[src/rtl/ram_tdp_pkg.sv]
// Shared types and helpers for the true dual-port RAM and its collision monitor.
package ram_tdp_pkg;

    typedef enum logic {READ_FIRST = 1'b0, WRITE_FIRST = 1'b1} rdw_mode_e;
    typedef enum logic {PRIO_A = 1'b0, PRIO_B = 1'b1} prio_e;

    localparam int COLL_CNT_W  = 16;
    localparam int MERGE_MAX_W = 256;

    // Lane-wise merge on a wide carrier; callers zero-extend in and truncate out.
    function automatic logic [MERGE_MAX_W-1:0] be_merge(
        input logic [MERGE_MAX_W-1:0] old_w,
        input logic [MERGE_MAX_W-1:0] new_w,
        input logic [MERGE_MAX_W-1:0] be,
        input int                     byte_w
    );
        logic [MERGE_MAX_W-1:0] res;
        res = old_w;
        for (int i = 0; i < MERGE_MAX_W; i++) begin
            if (be[i / byte_w]) res[i] = new_w[i];
        end
        return res;
    endfunction

endpackage

[src/rtl/ram_tdp_coll_mon.sv]
// Write-write collision detection, winner lane mask, registered pulse and saturating counter.
module ram_tdp_coll_mon
    import ram_tdp_pkg::*;
#(
    parameter int ADDR_W    = 6,
    parameter int NB        = 1,
    parameter int COLL_PRIO = 0
) (
    input  logic                  clk,
    input  logic                  rst_n,
    input  logic                  wr_a,
    input  logic                  wr_b,
    input  logic [ADDR_W-1:0]     addr_a,
    input  logic [ADDR_W-1:0]     addr_b,
    input  logic [NB-1:0]         be_a,
    input  logic [NB-1:0]         be_b,
    output logic                  same_wr,
    output logic [NB-1:0]         lane_b,
    output logic                  coll,
    output logic [COLL_CNT_W-1:0] coll_cnt
);

    localparam prio_e PRIO = prio_e'(COLL_PRIO[0]);

    logic hit;

    always_comb begin
        same_wr = wr_a & wr_b & (addr_a == addr_b);
        hit     = same_wr & (|(be_a & be_b));
        // Lanes where port B's data ends up in the stored word.
        lane_b  = (PRIO == PRIO_B) ? be_b : (be_b & ~be_a);
    end

    always_ff @(posedge clk) begin
        if (!rst_n) begin
            coll     <= 1'b0;
            coll_cnt <= '0;
        end else begin
            coll <= hit;
            if (hit && (coll_cnt != {COLL_CNT_W{1'b1}})) begin
                coll_cnt <= coll_cnt + 1'b1;
            end
        end
    end

endmodule

[src/rtl/ram_tdp_param.sv]
// Single-clock true dual-port RAM with byte enables, RDW mode and write collision resolution.
// Define TDPRAM_OUTREG_EN to add an output register on q/vld of both ports (latency 2).
module ram_tdp_param
    import ram_tdp_pkg::*;
#(
    parameter int DATA_W    = 8,
    parameter int ADDR_W    = 6,
    parameter int BYTE_W    = 8,
    parameter int RDW_MODE  = 0,
    parameter int COLL_PRIO = 0
) (
    input  logic                      clk,
    input  logic                      rst_n,
    input  logic                      en_a,
    input  logic                      we_a,
    input  logic [DATA_W/BYTE_W-1:0]  be_a,
    input  logic [ADDR_W-1:0]         addr_a,
    input  logic [DATA_W-1:0]         data_a,
    output logic [DATA_W-1:0]         q_a,
    output logic                      vld_a,
    input  logic                      en_b,
    input  logic                      we_b,
    input  logic [DATA_W/BYTE_W-1:0]  be_b,
    input  logic [ADDR_W-1:0]         addr_b,
    input  logic [DATA_W-1:0]         data_b,
    output logic [DATA_W-1:0]         q_b,
    output logic                      vld_b,
    output logic                      coll,
    output logic [COLL_CNT_W-1:0]     coll_cnt
);

    localparam int        NB    = DATA_W / BYTE_W;
    localparam int        DEPTH = 1 << ADDR_W;
    localparam rdw_mode_e RDW   = rdw_mode_e'(RDW_MODE[0]);

    logic [DATA_W-1:0] mem [DEPTH];

    logic              wr_a, wr_b, same_wr;
    logic [NB-1:0]     lane_b;
    logic [DATA_W-1:0] old_a, old_b, own_a, own_b, both_w, word_a, word_b;
    logic [DATA_W-1:0] rd_a, rd_b;
    logic              rv_a, rv_b;

    // Reset gates writes here so the array itself never needs a reset.
    assign wr_a = en_a & we_a & rst_n & (|be_a);
    assign wr_b = en_b & we_b & rst_n & (|be_b);

    ram_tdp_coll_mon #(
        .ADDR_W    (ADDR_W),
        .NB        (NB),
        .COLL_PRIO (COLL_PRIO)
    ) u_coll (
        .clk      (clk),
        .rst_n    (rst_n),
        .wr_a     (wr_a),
        .wr_b     (wr_b),
        .addr_a   (addr_a),
        .addr_b   (addr_b),
        .be_a     (be_a),
        .be_b     (be_b),
        .same_wr  (same_wr),
        .lane_b   (lane_b),
        .coll     (coll),
        .coll_cnt (coll_cnt)
    );

    always_comb begin
        old_a  = mem[addr_a];
        old_b  = mem[addr_b];
        own_a  = DATA_W'(be_merge(MERGE_MAX_W'(old_a), MERGE_MAX_W'(data_a), MERGE_MAX_W'(be_a), BYTE_W));
        own_b  = DATA_W'(be_merge(MERGE_MAX_W'(old_b), MERGE_MAX_W'(data_b), MERGE_MAX_W'(be_b), BYTE_W));
        // Same-address writes: A's merge first, then B's winning lanes on top.
        both_w = DATA_W'(be_merge(MERGE_MAX_W'(own_a), MERGE_MAX_W'(data_b), MERGE_MAX_W'(lane_b), BYTE_W));
        word_a = same_wr ? both_w : own_a;
        word_b = same_wr ? both_w : own_b;
    end

    always_ff @(posedge clk) begin
        if (wr_a) mem[addr_a] <= word_a;
        if (wr_b) mem[addr_b] <= word_b;
    end

    always_ff @(posedge clk) begin
        if (!rst_n) begin
            rd_a <= '0;
            rd_b <= '0;
            rv_a <= 1'b0;
            rv_b <= 1'b0;
        end else begin
            rv_a <= en_a;
            rv_b <= en_b;
            if (en_a) rd_a <= ((RDW == WRITE_FIRST) && wr_a) ? word_a : old_a;
            if (en_b) rd_b <= ((RDW == WRITE_FIRST) && wr_b) ? word_b : old_b;
        end
    end

`ifdef TDPRAM_OUTREG_EN
    logic [DATA_W-1:0] q_a_r, q_b_r;
    logic              vld_a_r, vld_b_r;

    always_ff @(posedge clk) begin
        if (!rst_n) begin
            q_a_r   <= '0;
            q_b_r   <= '0;
            vld_a_r <= 1'b0;
            vld_b_r <= 1'b0;
        end else begin
            vld_a_r <= rv_a;
            vld_b_r <= rv_b;
            if (rv_a) q_a_r <= rd_a;
            if (rv_b) q_b_r <= rd_b;
        end
    end

    assign q_a   = q_a_r;
    assign q_b   = q_b_r;
    assign vld_a = vld_a_r;
    assign vld_b = vld_b_r;
`else
    assign q_a   = rd_a;
    assign q_b   = rd_b;
    assign vld_a = rv_a;
    assign vld_b = rv_b;
`endif

endmodule

[config.mk]
export PLATFORM = sky130hd
export DESIGN_NAME = ram_tdp_param
export DESIGN_NICKNAME = d
export VERILOG_FILES = /design/src/rtl/ram_tdp_pkg.sv /design/src/rtl/ram_tdp_coll_mon.sv /design/src/rtl/ram_tdp_param.sv
export SDC_FILE = /design/constraint.sdc
export NUM_CORES = 1
export LEC_CHECK = 0
export ABC_CLOCK_PERIOD_IN_PS = 3000
export CORE_MARGIN = 5
export CORE_UTILIZATION = 47
export DETAILED_ROUTE_END_ITERATION = 16
export GPL_ROUTABILITY_DRIVEN = 1
export HOLD_SLACK_MARGIN = 0.02
export PLACE_DENSITY = 0.7
export SYNTH_ARGS = -nofsm -noshare
export SYNTH_HDL_FRONTEND = slang
export SYNTH_SLANG_ARGS = --single-unit
[constraint.sdc]
create_clock -name clk -period 3 [get_ports clk]
set_input_delay 0.3 -clock clk [delete_from_list [all_inputs] [get_ports clk]]
set_output_delay 0.3 -clock clk [all_outputs]
set_load 0.02 [all_outputs]
==> flow_metrics.py <==
metrics = {
    "cts": {
        "path_clk_slew_ns": 0.07,
        "holdBufCountCts": 0,
        "worstSkewPairLatency_ns": 0.64,
        "cts.sinks": 547,
        "clockBufferDepth": 3,
        "cts_tree": "built",
        "cts.repair.resized": 0,
        "cts_root_buf": "clkbuf_16",
        "numCtsBuffers": 59,
        "post_cts_buffers": 0,
        "ctsHtreeMaxLevel": 2,
    },
    "synthesis": {
        "synth_top_family_by_area": "compound AO/OA/AOI/OAI gates",
        "synthFlopType": "edfxtp_1",
        "synthXorXnorAreaFrac_pct": 0.505,
        "synth_nets": 2743,
        "yosys-mux-area-fraction_pct": 13.1,
        "synthAdderAreaFrac_pct": 0.0400,
        "synth_seq_area_share_pct": 51.5,
        "synth-compound-area-share_pct": 22.0,
        "syn-cell-area_um2": 31200,
        "ys_ff_latch": 547,
        "synth.distinct_cells": 72,
        "synth_async_sr_flop_share_pct": 0,
        "syn_area_per_cell_um2": 11.5,
        "synth_cells": 2706,
        "synth_warnings": 0,
        "yosys.area_share.simple_pct": 8.01,
        "synth_edf_count": 512,
    },
    "die": {
        "die_y_um": 268,
        "die_x_um": 268,
        "die-area_um2": 71700,
        "initial_utilization_pct": 47.4,
        "ios": 71,
        "core-area_um2": 65900,
        "rows": 94,
    },
    "timing": {
        "setup_violations": 0,
        "worst_slack_ns": 0.0194,
        "rsz0062_at_grt": "no",
        "finalCriticalPeriod_ns": 2.98,
        "post-route-period-util_pct": 99.4,
        "final_max_slew_viol_count": 0,
        "fmax_ghz": 0.336,
        "tightestPinTransition_ns": 1.27,
        "hold_ws_ns": 0.489,
        "relSlewSlack_pct": 14.2,
        "skew_ns": 0.0237,
        "hold_violations": 0,
    },
    "place": {
        "gp_congestion": 1.10,
        "place_ws_ns": -0.412,
        "dp_cells": 3925,
        "place_hpwl_um": 110000,
        "io_buffers": 70,
    },
    "drt": {
        "drtIter0Drc": 5509,
        "drtPass1Iterations": 6,
        "drtAntennaViolNets": 0,
        "vias_per_cell": 7.43,
        "routed_wirelength_um": 150000,
        "drc": 0,
        "wl_per_cell_um": 37.2,
        "vias": 30000,
    },
    "global_route": {
        "track_usage_pct": 40.5,
        "grt_pass1_wl_um": 210000,
        "top_usage_layer": "met2",
        "gr-usage-met1_pct": 53.3,
        "use_met3_pct": 13.0,
        "grt_pass1_vias": 28400,
        "antenna_found_initial": 4,
        "met2_usage_pct": 60.4,
        "grt_overflow": 0,
        "grt_max_degree": 52,
    },
    "final_layout": {
        "final_core_util_pct": 59.1,
        "final_cell_mix": "o22ai_1, edfxtp_1, buf_4",
        "nets": 3159,
        "syn2layout_area_growth_pct": 24.6,
        "drive_above_1_share_pct": 26.8,
        "final_common_cell": "o22ai_1",
        "fin_cells": 4035,
    },
    "setup_path": {
        "cp.required_ns": 3.34,
        "crit_arrival_ns": 3.32,
        "path_max_fanout": 29,
        "cp-start-kind": "register",
        "end_kind": "register",
        "path_class": "reg2reg",
    },
    "worst_hold_path": {
        "hp-class": "reg2reg",
    },
    "power_and_ir_drop": {
        "p_leak_nw": 13.7,
        "power_density_nw_per_um2": 500,
        "vdd_drop_max_mv": 0.436,
        "power.total_mw": 19.5,
    },
    "status": {
        "status": "complete, no violations",
    },
    "job": {
        "drv_cap": 0,
    },
}
[metrics by stage]
step,instance area [um^2],TNS (ns)
6_report,38900,0
2_1_floorplan,31200,0
3_3_place_gp,37000,-87.43
5_1_grt,38900,0
3_5_place_dp,37000,-82.43
4_1_cts,38900,0
[report_power, final]
group / internal (mW) / switching [mW]
logic: 1.31 / 2.12
clock network: 4.27 / 3.21
registers: 8.51 / 0.0287
[critical path, cell delays in order, from the launching register on]
cell and delay (ns):
edfxtp_1 0.40, mux2_2 0.32, a221oi_1 0.44, o22ai_1 0.31, a22oi_1 0.25, nand4_1 0.12, buf_4 0.17, o21bai_4 0.26
buf_12 0.25, o22ai_1 0.13
[Yosys cell counts (7+ instances only)]
| library cell | instances | area, um^2 |
|---|---|---|
| nand2_2 | 32 | 200 |
| mux2_2 | 51 | 574 |
| xnor2_1 | 9 | 78.8 |
| nand4_1 | 11 | 68.8 |
| a211oi_1 | 18 | 135 |
| o31ai_1 | 8 | 60.1 |
| nor2_1 | 137 | 514 |
| xor2_1 | 9 | 78.8 |
| buf_1 | 8 | 30.0 |
| nand3_1 | 40 | 200 |
| o21ai_0 | 127 | 636 |
| buf_4 | 19 | 143 |
| a221oi_1 | 62 | 543 |
| buf_6 | 34 | 383 |
| a22o_1 | 17 | 149 |
| a21oi_1 | 71 | 355 |
| a31oi_1 | 15 | 93.8 |
| nand2_1 | 148 | 556 |
| buf_2 | 102 | 510 |
| o22a_1 | 34 | 298 |
| a221o_1 | 29 | 290 |
| and2_1 | 11 | 68.8 |
| mux2i_1 | 185 | 1850 |
| nand2b_1 | 36 | 225 |
| nor2b_1 | 8 | 50.1 |
| o211ai_1 | 10 | 75.1 |
| inv_1 | 7 | 26.3 |
| o22ai_1 | 543 | 3400 |
| a22oi_1 | 44 | 330 |
| dfxtp_1 | 35 | 701 |
| nor3_1 | 7 | 35.0 |
| mux4_2 | 74 | 1670 |
| o21ai_2 | 7 | 61.3 |
| clkbuf_1 | 111 | 417 |
| and3_1 | 22 | 138 |
| nor3b_1 | 19 | 143 |
| edfxtp_1 | 512 | 15400 |
[path summary, 6_finish.rpt]
check / startpoint / to / slack [ns] / cells after the start
setup / recovery: mem[36][1]$_DFFE_PP_ / mem[11][1]$_DFFE_PP_ / 0.02 / 9
setup reg to reg: mem[36][1]$_DFFE_PP_ / mem[11][1]$_DFFE_PP_ / 0.02 / 9
hold / removal: u_coll.coll_cnt[15]$_SDFFE_PN0P_ / u_coll.coll_cnt[15]$_SDFFE_PN0P_ / 0.49 / 2
hold reg to reg: u_coll.coll_cnt[15]$_SDFFE_PN0P_ / u_coll.coll_cnt[15]$_SDFFE_PN0P_ / 0.49 / 2
[state kept, by name (all words and copies together) (netlist names)]
| signal | count |
|---|---|
| q_b | 8 |
| vld_b | 1 |
| u_coll.coll | 1 |
| q_a | 8 |
| vld_a | 1 |
| u_coll.coll_cnt | 16 |
| mem | 512 |
[kinds of logic after synthesis]
| logic type | Yosys count |
|---|---|
| muxes | 310 |
| xor gates and xnor gates | 18 |
| adders and majority gates | 1 |
| and+or+nand+nor | 511 |
| buffers and inverters | 286 |
| DFF | 547 |
| AOI/OAI and AO/OA | 1033 |
[metal layers]
metal	vias to the layer above	share of wire [%]	routed length, um
met5	-	0.0087	13
met2	2899	42	63100
met4	2	7.4	11200
li1	12000	-	-
met1	14500	35	52100
met3	620	16	23600
[cell type report]
class	instances	area, um^2
Inverter	11	41.3
Clock inverter	38	363
Clock buffer	68	1550
Multi-Input combinational cell	1873	13800
Sequential cell	547	16100
Antenna cell	4	10.0
Timing Repair Buffer	630	6030
Fill cell	5395	26900
Tap cell	864	1080
Note: power is estimated with default switching activity, not from simulation.
